[config.mk]
export PLATFORM = sky130hd
export DESIGN_NAME = nanorv32_useq
export DESIGN_NICKNAME = d
export VERILOG_FILES = /design/src/rtl/nanorv32_useq_pkg.sv /design/src/rtl/nanorv32_useq.sv
export SDC_FILE = /design/constraint.sdc
export NUM_CORES = 1
export LEC_CHECK = 0
export CAP_MARGIN = 25
export CORE_UTILIZATION = 32
export DETAILED_ROUTE_END_ITERATION = 10
export PLACE_DENSITY = 0.92
export SYNTH_ARGS = -nofsm -noshare
export SYNTH_HDL_FRONTEND = slang
export SYNTH_SLANG_ARGS = --single-unit
[constraint.sdc]
create_clock -name clk -period 4.98 [get_ports clk]
set_clock_uncertainty 0.1 [all_clocks]
set_input_delay 1.494 -clock clk [delete_from_list [all_inputs] [get_ports clk]]
set_output_delay 1.494 -clock clk [all_outputs]
set_load 0.01 [all_outputs]
[src/rtl/nanorv32_useq_pkg.sv]
// Shared state encoding and default urom layout for the nanorv32 micro-sequencer.
// The same start/length values are used when generating the nanorv32_urom contents.
package nanorv32_useq_pkg;

  typedef enum logic [1:0] {
    ST_RST  = 2'd0,
    ST_IDLE = 2'd1,
    ST_ENT  = 2'd2,
    ST_EXT  = 2'd3
  } useq_state_t;

  localparam int unsigned USEQ_UROM_AW    = 5;
  localparam int unsigned USEQ_RST_START  = 0;
  localparam int unsigned USEQ_RST_LEN    = 2;
  localparam int unsigned USEQ_ENT_START  = 2;
  localparam int unsigned USEQ_ENT_LEN    = 16;
  localparam int unsigned USEQ_EXT_START  = 18;
  localparam int unsigned USEQ_EXT_LEN    = 2;

endpackage

[src/rtl/nanorv32_useq.sv]
// Micro-sequencer feeding nanorv32_urom words to decode for reset, irq entry and irq exit.
// Optional: define NANORV32_USEQ_HANDLER_LOCK_EN to block nested irqs and stray irq returns.
module nanorv32_useq
  import nanorv32_useq_pkg::*;
#(
  parameter int unsigned UROM_AW   = USEQ_UROM_AW,
  parameter int unsigned RST_START = USEQ_RST_START,
  parameter int unsigned RST_LEN   = USEQ_RST_LEN,
  parameter int unsigned ENT_START = USEQ_ENT_START,
  parameter int unsigned ENT_LEN   = USEQ_ENT_LEN,
  parameter int unsigned EXT_START = USEQ_EXT_START,
  parameter int unsigned EXT_LEN   = USEQ_EXT_LEN
) (
  input  logic               clk,
  input  logic               rst_n,
  input  logic               irq_req,
  input  logic               irq_en,
  input  logic               exit_req,
  output logic [UROM_AW-1:0] urom_addr,
  input  logic [31:0]        urom_dout,
  output logic [31:0]        instr,
  output logic               instr_valid,
  input  logic               instr_ready,
  output logic               useq_active,
  output logic               irq_ack,
  output logic               seq_done
);

  localparam logic [UROM_AW-1:0] RST_BASE = UROM_AW'(RST_START);
  localparam logic [UROM_AW-1:0] ENT_BASE = UROM_AW'(ENT_START);
  localparam logic [UROM_AW-1:0] EXT_BASE = UROM_AW'(EXT_START);
  localparam logic [UROM_AW-1:0] RST_LAST = UROM_AW'(RST_LEN - 1);
  localparam logic [UROM_AW-1:0] ENT_LAST = UROM_AW'(ENT_LEN - 1);
  localparam logic [UROM_AW-1:0] EXT_LAST = UROM_AW'(EXT_LEN - 1);

  useq_state_t        state_q, state_d;
  logic [UROM_AW-1:0] idx_q, idx_d;
  logic               exit_pend_q, exit_pend_d;
  logic               irq_ack_q, irq_ack_d;
  logic               seq_done_q, seq_done_d;
  logic [UROM_AW-1:0] seq_base;
  logic [UROM_AW-1:0] seq_last;
  logic               exit_ok;
  logic               irq_ok;
  logic               accept;

`ifdef NANORV32_USEQ_HANDLER_LOCK_EN
  logic in_handler_q, in_handler_d;

  // Outside a handler an irq return has nothing to unwind, so it is discarded.
  assign exit_ok = exit_req & in_handler_q;
  assign irq_ok  = irq_req & irq_en & ~in_handler_q;
`else
  assign exit_ok = exit_req;
  assign irq_ok  = irq_req & irq_en;
`endif

  always_comb begin
    seq_base = RST_BASE;
    seq_last = RST_LAST;
    unique case (state_q)
      ST_RST:  begin seq_base = RST_BASE; seq_last = RST_LAST; end
      ST_IDLE: begin seq_base = RST_BASE; seq_last = RST_LAST; end
      ST_ENT:  begin seq_base = ENT_BASE; seq_last = ENT_LAST; end
      ST_EXT:  begin seq_base = EXT_BASE; seq_last = EXT_LAST; end
    endcase
  end

  // idx is held at 0 in IDLE, so IDLE presents RST_START on the urom bus.
  assign urom_addr   = seq_base + idx_q;
  assign instr       = urom_dout;
  assign instr_valid = (state_q != ST_IDLE);
  assign useq_active = instr_valid;
  assign irq_ack     = irq_ack_q;
  assign seq_done    = seq_done_q;
  assign accept      = instr_valid & instr_ready;

  always_comb begin
    // NOTE: every always_comb output gets a default first so no path can infer a latch.
    state_d     = state_q;
    idx_d       = idx_q;
    exit_pend_d = exit_pend_q;
    irq_ack_d   = 1'b0;
    seq_done_d  = 1'b0;
`ifdef NANORV32_USEQ_HANDLER_LOCK_EN
    in_handler_d = in_handler_q;
`endif
    if (state_q == ST_IDLE) begin
      // An irq return outranks a new irq; the irq is looked at again on the next IDLE.
      if (exit_pend_q | exit_ok) begin
        state_d     = ST_EXT;
        exit_pend_d = 1'b0;
      end else if (irq_ok) begin
        state_d   = ST_ENT;
        irq_ack_d = 1'b1;
      end
    end else begin
      if (exit_ok) exit_pend_d = 1'b1;
      if (accept) begin
        if (idx_q == seq_last) begin
          idx_d      = '0;
          state_d    = ST_IDLE;
          seq_done_d = 1'b1;
`ifdef NANORV32_USEQ_HANDLER_LOCK_EN
          if (state_q == ST_ENT) in_handler_d = 1'b1;
          if (state_q == ST_EXT) in_handler_d = 1'b0;
`endif
        end else begin
          idx_d = idx_q + UROM_AW'(1);
        end
      end
    end
  end

  // NOTE: state flops use non-blocking assignments so every flop samples pre-edge values.
  always_ff @(posedge clk or negedge rst_n) begin
    if (!rst_n) begin
      state_q     <= ST_RST;
      idx_q       <= '0;
      exit_pend_q <= 1'b0;
      irq_ack_q   <= 1'b0;
      seq_done_q  <= 1'b0;
    end else begin
      state_q     <= state_d;
      idx_q       <= idx_d;
      exit_pend_q <= exit_pend_d;
      irq_ack_q   <= irq_ack_d;
      seq_done_q  <= seq_done_d;
    end
  end

`ifdef NANORV32_USEQ_HANDLER_LOCK_EN
  always_ff @(posedge clk or negedge rst_n) begin
    if (!rst_n) in_handler_q <= 1'b0;
    else        in_handler_q <= in_handler_d;
  end
`endif

endmodule

==> results.ini, run 1 <==
[yosys]
yosys.area.top_type_share_pct = 31.48
synth_fp_nets = 126
synth.top_cells.by_count = buf_4, dfrtp_1, nand3_1, xnor2_1
yosysMostFrequentCell = buf_4
ys_seq_elements = 10
avgSynthCellArea_um2 = 9.539
async_flop_share_pct = 100.0
synth-edff-count = 0
yosys-top-cells-area = buf_4, dfrtp_1, ha_1, xnor2_1, mux2i_4
ys_types = 28
ys_seq_area_share_pct = 30.86
yosysTopAreaCell = buf_4
synth_area_um2 = 810.8
ys_warn_count = 0
synthFlopType = dfrtp_1
syn-instance-count = 85

[setup_path]
timing.rr.end = state_q[1]
arrival_ns = 1.82
crit_path_end_kind = primary output
reg2reg_slack_ns = 3.28
reg2reg_from = idx_q[2]
reg2reg_depth = 4
cp_cell_sequence = ha_1 > ha_1 > xor2_1 > clkdlybuf4s50_1
crit_required_ns = 3.39
criticalPathCategory = reg2out
crit_fanout = 6
crit_top_cell = ha_1
critPathSlowestCell = clkdlybuf4s50_1
worstSetupStartpointType = flip-flop
slowest_delay_ns = 0.55

[final_layout]
layout.nets = 109
area_delta_synth_final_pct = -8.179
layout-drive-gt1-share_pct = 10.61
multi_input_area_um2 = 292.8
register_area_um2 = 250.2
nFillCells = 238
antenna_cells = 0

[placed_design]
place_congestion = 0.7286
port_buffers = 14
hpwlAfterDp_um = 959.5

[routing]
antenna_left = 0
wl_um = 1267
dr.first_iter.drc_count = 7
vias = 464
drc = 0
viasPerCell = 4.936
wire_per_inst_um = 13.48
dr.pass1.iters = 4

[sta]
slew_viol_final = 0
setup_viol = 0
relSlewSlack_pct = 69.04
hold_viol = 0
rsz0062_at_grt = false
period_share_pct = 68.60
worst_slew_pin_slew_ns = 0.4629
fin_tns_setup_ns = 0
min_period_ns = 3.416
max_freq_mhz = 292.7

[cts]
post_cts_resized = 0
cts_tree = built
clk_latency_ns = 0.26
cts_max_level = 1
cts_setup_buffers = 0
cts.hold.buffers_added = 0
clk_path_buf_depth = 2
clock-sinks = 10
cts-root-buf = clkbuf_4
cts_made_buffers = 3
path_clk_slew_ns = 0.06

[global_route]
grt_max_degree = 11
grt_pass1_wl_um = 2070
antenna_found_initial = 0
grt_pass1_vias = 449
globalRouteOverflowTotal = 0
grt_usage_pct = 10.58

[pwr]
power_density_mw_per_mm2 = 566.0
power_mw = 0.4213
p_leak_nw = 0.3023
irDropWorstVdd_mv = 0.2743

[run_status]
status = complete, no violations

[floorplan]
rows = 17
dieWidth_um = 52.34
core_area_mm2 = 0.002297
die_height_um = 52.34
dieArea_mm2 = 0.002739
ios = 79
floorplan.initialDensity_pct = 35.29

[run]
maxCapViolCount = 0

[hold_path]
hold_end = irq_ack
min-delay-start = exit_pend_q
hp-class = reg2reg
min_delay_path_depth = 1

flip-flops by register name (all words and copies together) (netlist names):
register / flops
idx_q: 5
irq_ack: 1
exit_pend_q: 1
seq_done: 1
state_q: 2
cells in the final DEF, fill, tap and decap left out, drive strengths merged, types with 2 or more instances in the layout:
master         count
mux2               2
nand2              4
dfrtp             10
nand4              2
clkdlybuf4s50     14
nand3              4
nor2               2
nand2b             2
ha                 3
a21oi              3
xnor2              4
clkbuf             3
critical path: cells and delay by family, from the launching register on:
| family | cells | cell delay [ns] |
|---|---|---|
| xor gates and xnor gates | 1 | 0.12 |
| adders and majority gates | 2 | 0.44 |
| buffers and inverters | 1 | 0.55 |
| DFF | 1 | 0.45 |
per-stage QoR:
step | utilization [%] | area, um^2 | hold WS (ns) | cells | setup WS, ns
after floorplan | - | 810.8 | 0.3442 | 85 | 1.773
after global placement | 31.43 | 721.9 | 0.3575 | 91 | 1.869
after detailed placement | 31.43 | 721.9 | 0.3726 | 91 | 1.831
after CTS | 32.41 | 744.5 | 0.3817 | 94 | 1.548
after global routing | 32.41 | 744.5 | 0.3977 | 94 | 1.484
final | 32.41 | 744.5 | 0.3805 | 94 | 1.564
cells by family after synthesis:
group                    synth area share (%)
flip-flops                              30.86
XOR/XNOR                                5.401
adder cells (fa/ha/maj)                 4.630
AO/OA/AOI/OAI                           6.019
multiplexers                            6.018
buffers and inverters                   33.02
AND/OR/NAND/NOR                         14.05
power breakdown:
part	switching, mW	internal [mW]
clock	0.0265	0.0279
sequential	0.0404	0.107
combinational	0.0875	0.132
area by class of cell:
class,count,share of cell area (%)
clock buffer,3,3.025
multi-input combinational,38,39.33
inverter,1,0.5042
tap,28,4.706
sequential,10,33.61
timing repair buffer,14,18.82
metal layers:
layer	part of all wire (%)	GRT usage (%)	vias up
met5	0	0	-
met2	45	15.40	18
li1	-	-	212
met1	40	12.04	223
met4	4.7	7.895	0
met3	9.6	4.638	11
how the worst max path moves through the flow:
stage / slack (ns) / to / from / cells after the start
after floorplan: 1.77 / instr[0] / urom_dout[0] / 1
after detailed placement: 1.83 / urom_addr[3] / idx_q[1] / 4
after global placement: 1.87 / urom_addr[3] / idx_q[1] / 4
after CTS: 1.55 / urom_addr[3] / idx_q[1] / 4
after global routing: 1.48 / urom_addr[3] / idx_q[1] / 4
final: 1.56 / urom_addr[3] / idx_q[1] / 4
Power figures use the tool's default switching activity.
==> inputs of run 2 (changes only) <==
--- a/config.mk
+++ b/config.mk
@@ -6,9 +6,9 @@
 export NUM_CORES = 1
 export LEC_CHECK = 0
 export CAP_MARGIN = 25
-export CORE_UTILIZATION = 32
+export CORE_UTILIZATION = 29
 export DETAILED_ROUTE_END_ITERATION = 10
-export PLACE_DENSITY = 0.92
+export PLACE_DENSITY = 0.85
 export SYNTH_ARGS = -nofsm -noshare
 export SYNTH_HDL_FRONTEND = slang
 export SYNTH_SLANG_ARGS = --single-unit
==> constraint.sdc (replaced) <==
create_clock -name clk -period 3.3 [get_ports clk]
set_clock_uncertainty 0.1 [all_clocks]
set_input_delay 0.99 -clock clk [delete_from_list [all_inputs] [get_ports clk]]
set_output_delay 0.99 -clock clk [all_outputs]
set_load 0.01 [all_outputs]
==> run 2 against run 1 <==
  * Hold slack got worse by 0.0072 ns
  * Via count rose by 0.65%
  * Die area rose by 9.9%
  * Highest routed layer unchanged
  * Flip-flop and latch count did not move
  * Total power rose by 51%
  * Critical endpoint unchanged
  * First-iteration DRC count fell by 29%
==> results.ini, run 2 (same netlist as run 1, synthesis figures left out) <==
[routing]
antenna_left = 0  ; unchanged
dr.pass1.iters = 4  ; unchanged
viasPerCell = 4.865  ; was 4.936
wl_um = 1349  ; was 1267 um
wire_per_inst_um = 14.05  ; was 13.48 um
vias = 467  ; was 464
dr.first_iter.drc_count = 5  ; was 7
drc = 0  ; unchanged

[setup_path]
crit_fanout = 6  ; unchanged
criticalPathCategory = reg2out  ; unchanged
crit_path_end_kind = primary output  ; unchanged
arrival_ns = 1.81  ; was 1.82 ns
reg2reg_depth = 4  ; unchanged
crit_required_ns = 2.21  ; was 3.39 ns
worstSetupStartpointType = flip-flop  ; unchanged

[cts]
clock-sinks = 10  ; unchanged
cts_made_buffers = 3  ; unchanged
path_clk_slew_ns = 0.06  ; about the same
post_cts_resized = 0  ; unchanged
cts.hold.buffers_added = 0  ; unchanged
cts_max_level = 1  ; unchanged
cts_tree = built  ; unchanged
cts_setup_buffers = 0  ; unchanged
clk_path_buf_depth = 2  ; unchanged
clk_latency_ns = 0.26  ; about the same
cts-root-buf = clkbuf_4  ; unchanged

[placed_design]
place_congestion = 0.8610  ; was 0.7286
port_buffers = 14  ; unchanged
pre_cts_ws_ns = 0.6823  ; was 1.831 ns

[run]
maxCapViolCount = 0  ; unchanged

[final_layout]
antenna_cells = 0  ; unchanged
layout_commonest_cell = clkdlybuf4s50_1  ; unchanged
layout_common_cells = clkdlybuf4s50_1, dfrtp_1, nand3_1, xnor2_1  ; unchanged
area_delta_synth_final_pct = -7.870  ; was -8.179%
top_regs = idx_q: 5 flops, state_q: 2 flops  ; unchanged
layout.nets = 109  ; unchanged
nFillCells = 284  ; was 238
layout-drive-gt1-share_pct = 10.61  ; unchanged
regMostFlops = idx_q  ; unchanged
largest_reg_flops = 5  ; unchanged
register_area_um2 = 250.2  ; unchanged
multi_input_area_um2 = 292.8  ; unchanged

[floorplan]
rows = 18  ; was 17
core_area_mm2 = 0.002567  ; was 0.002297 mm^2
floorplan.initialDensity_pct = 31.58  ; was 35.29%
dieArea_mm2 = 0.003011  ; was 0.002739 mm^2
die_height_um = 54.88  ; was 52.34 um
dieWidth_um = 54.88  ; was 52.34 um
ios = 79  ; unchanged

[pwr]
irDropWorstVdd_mv = 0.4388  ; was 0.2743 mV
power_density_mw_per_mm2 = 854.3  ; was 566.0 mW/mm^2
p_leak_nw = 0.3023  ; unchanged

[sta]
hold_viol = 0  ; unchanged
fin_tns_setup_ns = 0  ; unchanged
rsz0062_at_grt = false  ; unchanged
min_period_ns = 2.895
slew_viol_final = 0  ; unchanged
period_share_pct = 87.74
max_freq_mhz = 345.4
setup_viol = 0  ; unchanged
fin_ws_ns = 0.4046  ; was 1.564 ns
relSlewSlack_pct = 69.02  ; was 69.04%
worst_slew_pin_slew_ns = 0.4632  ; was 0.4629 ns

[hold_path]
hp-class = reg2reg  ; unchanged
min_delay_path_depth = 1  ; unchanged

[global_route]
antenna_found_initial = 0  ; unchanged
grt_usage_pct = 10.75  ; was 10.58%
grt_pass1_wl_um = 2125  ; was 2070 um
globalRouteOverflowTotal = 0  ; unchanged
grt_pass1_vias = 478  ; was 449
grt_max_degree = 11  ; unchanged

[run_status]
status = complete, no violations  ; unchanged

-- run 2: cell type report --
cell class | count | area share (%)
clock buffers | 3 | 3.015
flip-flops and latches | 10 | 33.50
inverters | 1 | 0.5025
multi-input cells | 38 | 39.20
well taps | 30 | 5.025
repair buffers | 14 | 18.76
-- run 2: layer usage --
metal  GRT usage [%]  routed length [um]  vias to the layer above
met1           10.00                 496                      206
li1                -                   -                      214
met4           11.54                  53                        0
met5               0                   0                        -
met3           5.278                 159                       11
met2           16.27                 640                       36
-- run 2: where the power goes --
group / switching (mW) / total (mW) / internal, mW / leakage, nW
combinational: 0.135 / 0.337 / 0.202 / 0.175
sequential: 0.0593 / 0.220 / 0.161 / 0.113
clock: 0.0387 / 0.0807 / 0.0420 / 0.0138
-- run 2: critical path, cell delays in order (launching register included) --
cell and delay, ns:
dfrtp_1 0.44, ha_1 0.24, ha_1 0.19, xor2_1 0.12
clkdlybuf4s50_1 0.54
-- run 2: per-stage QoR --
step                util, %  total power [mW]  hold WS, ns  instances  cell area [um^2]
CTS                   29.09            0.6462       0.3735         96             747.0
floorplan                 -            0.4624       0.3442         85             810.8
global placement      28.22            0.5453       0.3572         93             724.4
finish                29.09            0.6382       0.3733         96             747.0
detailed placement    28.22            0.5601       0.3654         93             724.4
global route          29.09            0.6942       0.4171         96             747.0
-- run 2: final timing paths --
| check | start | endpoint | slack (ns) |
|---|---|---|---|
| min in group asynchronous | rst_n | idx_q[4] | 0.95 |
| max in group asynchronous | rst_n | idx_q[3] | 1.84 |
| worst max-delay path | idx_q[1] | urom_addr[3] | 0.40 |
| worst min register to register | exit_pend_q | irq_ack | 0.37 |
| worst min-delay path | exit_pend_q | irq_ack | 0.37 |
| worst max register to register | idx_q[2] | state_q[1] | 1.61 |
==> RTL change: new RTL, flow settings as in run 2 <==
Register the output `irq_ack` once more, cleared by the reset; this adds one clock of latency there. The other outputs are not delayed to match.
--- a/src/rtl/nanorv32_useq.sv
+++ b/src/rtl/nanorv32_useq.sv
@@ -71,7 +71,13 @@
   assign instr       = urom_dout;
   assign instr_valid = (state_q != ST_IDLE);
   assign useq_active = instr_valid;
-  assign irq_ack     = irq_ack_q;
+  always_ff @(posedge clk or negedge rst_n) begin
+    if (!rst_n) begin
+      irq_ack <= '0;
+    end else begin
+      irq_ack <= irq_ack_q;
+    end
+  end
   assign seq_done    = seq_done_q;
   assign accept      = instr_valid & instr_ready;
 
Behaviour: not the same (a bounded check fails within 4 cycles, from zero or initial values and one cycle with rst_n low).
==> RTL change against run 2 <==
  * Largest cell class unchanged
  * Critical endpoint unchanged
  * Final cell count rose by 3.1%
  * Sequential share of layout area rose by 1.9 points
  * Clock power rose by 14%
  * Via count rose by 2.8%
  * Area after synthesis rose by 3.1%
  * Total power rose by 3.1%
  * Non-clock buffer count did not move
  * Setup slack got worse by 5.3 ps
  * Cell area rose by 4.0%
  * Largest power group unchanged
  * Routed wire length rose by 3.3%
  * Sequential cell count rose by 1
  * The run now ends with design-rule violations left
  * Critical path depth did not move
==> RTL change: results (changes against run 2) <==
Parameter                              Value

Power
  Leakage Power    0.317 nW (+5.0%)
  Worst-case vdd ir drop    0.000491 V (+12%)

Clock network
  CTS H-tree lvls    1 (unchanged)
  CTS-repair resized insts    0 (unchanged)
  Number of clock buffers inserted by TritonCTS    3 (unchanged)
  Clk Latency, worst-skew pair    270 ps
  Number of buffers on the longest clock path    2 (unchanged)
  Clock root cell    clkbuf_4
  Post-CTS setup buffer count    0 (unchanged)
  Clk pin slew, worst setup/hold paths    70 ps

Detailed routing
  First drt pass iteration count    7 (+3)
  DR vias    480 (+2.8%)
  Initial drt markers    24 (+19)
  Total wirelength of the detailed-routed design    1390 um (+3.3%)
  Total DRC errors in the routed layout    1 (+1)

Hold path
  Classification of the worst-slack hold path    flop to flop
  Startpoint of the lowest-slack hold path    irq_ack_q$_DFF_PN0_

Synthesis
  Arithmetic-cell share of the synthesized area counting full adders, half adders and majority gates    0.0449 (-0.00139)
  Synth area leaders    dfrtp_1 (33%), buf_4 (31%), ha_1 (4.5%), xnor2_1 (4.2%), mux2i_4 (2.7%)
  Syn. warnings    0 (unchanged)
  Area fraction in compound gates after synthesis    0.0584 (-0.00180)
  Fraction of registers with async set/reset    1.00 (unchanged)
  Mux share of post-synthesis cell area    0.0584 (-0.00180)
  Share of the synthesized netlist area taken by xor and xnor gates    0.0524 (-0.00162)
  Part of the Yosys area used for sequential elements    0.329 (+0.0207)
  Most frequent cells after synthesis    buf_4 (34), dfrtp_1 (11), nand3_1 (4), xnor2_1 (4)
  Synth Net Count    127 (+0.79%)
  Synth unique cells    28 (unchanged)

Global route
  Number of antenna violations at the first check in global routing    0 (unchanged)
  First-pass GRT wire length    2170 um (+2.3%)
  Pin count of the biggest net entering global routing    12 (+1)
  Vias in the first global route    472 (-1.3%)
  Total routing usage reported by global routing    0.0937 (-0.0137)

Layout
  Fillers    279 (-1.8%)
  Biggest regs    idx_q (5), state_q (2)
  Antenna diode count    0 (unchanged)
  Final layout net count    110 (+0.92%)
  Share of layout cells above drive strength 1    0.103 (-0.00312)

Place
  Final Wtd Congestion    0.877 (+1.8%)
  Worst setup timing slack at the placement stage    671 ps (-11.4 ps)
  Buffers added on ports    14 (unchanged)
  Detailed Place HPWL    1110 um

Worst setup path
  Maximum fanout count along the critical path    6 (unchanged)
  Category of cells accounting for the largest share of critical-path delay    buffers and inverters
  Worst endpoint data arrival time    1810 ps (about the same)
  Crit path from    idx_q[1]$_DFFE_PN0P_
  Critical R2R Launch    idx_q[2]$_DFFE_PN0P_
  Slowest cell on the critical path    clkdlybuf4s50_1
  Crit path largest cell delay    550 ps

Timing
  Worst relative slew slack    0.677 (-0.0128)
  Final Hold Viols    0 (unchanged)
  Pins over their slew limit    0 (unchanged)

Status
  Failing checks    design-rule violations
  Result of the run    finished, violations left
## RTL change: cell types whose count changed in the layout (fill, tap and decap cells not counted), sizes merged
| cell | delta |
|---|---|
| dfrtp | +1 |
| clkbuf | +1 |
## RTL change: final timing paths
path | to | slack (ps) | cells after the start
setup / recovery | urom_addr[3] | 400 | 4
hold / removal | irq_ack$_DFF_PN0_ | 250 | 0
setup reg to reg | state_q[1]$_DFFE_PN0P_ | 1580 | 4
hold reg to reg | irq_ack$_DFF_PN0_ | 250 | 0
max in group asynchronous | state_q[1]$_DFFE_PN0P_ | 1830 | 1
min in group asynchronous | idx_q[2]$_DFFE_PN0P_ | 940 | 1
## RTL change: through the flow
| step | hold slack, ps | total power [mW] | utilization | area, sq um | instances |
|---|---|---|---|---|---|
| floorplan | 231 | 0.475 | - | 836 | 86 |
| global placement | 232 | 0.559 | 0.275 | 751 | 95 |
| detailed placement | 241 | 0.571 | 0.275 | 751 | 95 |
| CTS | 256 | 0.665 | 0.284 | 777 | 99 |
| global route | 263 | 0.699 | 0.284 | 777 | 99 |
| finish | 254 | 0.658 | 0.284 | 777 | 99 |
## RTL change: worst reg2reg max path: stages, from the launching register on
cell	delay (ps)
dfrtp_1	480
or3_4	410
mux2i_4	200
nand3_1	140
mux2_4	270
## RTL change: power by group
part	switching, mW	leakage [nW]	internal (mW)	total [mW]
Sequential	0.0596	0.127	0.173	0.233
Combinational	0.132	0.175	0.201	0.333
Clock	0.0450	0.0150	0.0468	0.0918
Total	0.237	0.317	0.421	0.658
## RTL change: per-layer routing
metal | vias to the layer above | wire (um) | track usage
li1 | 215 | - | -
met1 | 220 | 467 | 0.0838
met2 | 31 | 762 | 0.158
met3 | 14 | 108 | 0.0279
met4 | 0 | 54 | 0.104
met5 | - | 0 | 0
## RTL change: cells by family (layout without fill, tap and decap cells)
kind of cell	Yosys count	after routing
buffers and inverters	37	19
muxes	3	3
xor gates and xnor gates	5	5
and+or+nand+nor	20	20
adders and majority gates	3	3
DFF	11	11
AOI/OAI and AO/OA	7	7
## RTL change: final cells by class
class,count,area share
sequential,11,0.354
multi-input combinational,38,0.377
inverter,1,0.00483
tap,31,0.0499
timing repair buffer,14,0.180
clock buffer,4,0.0338
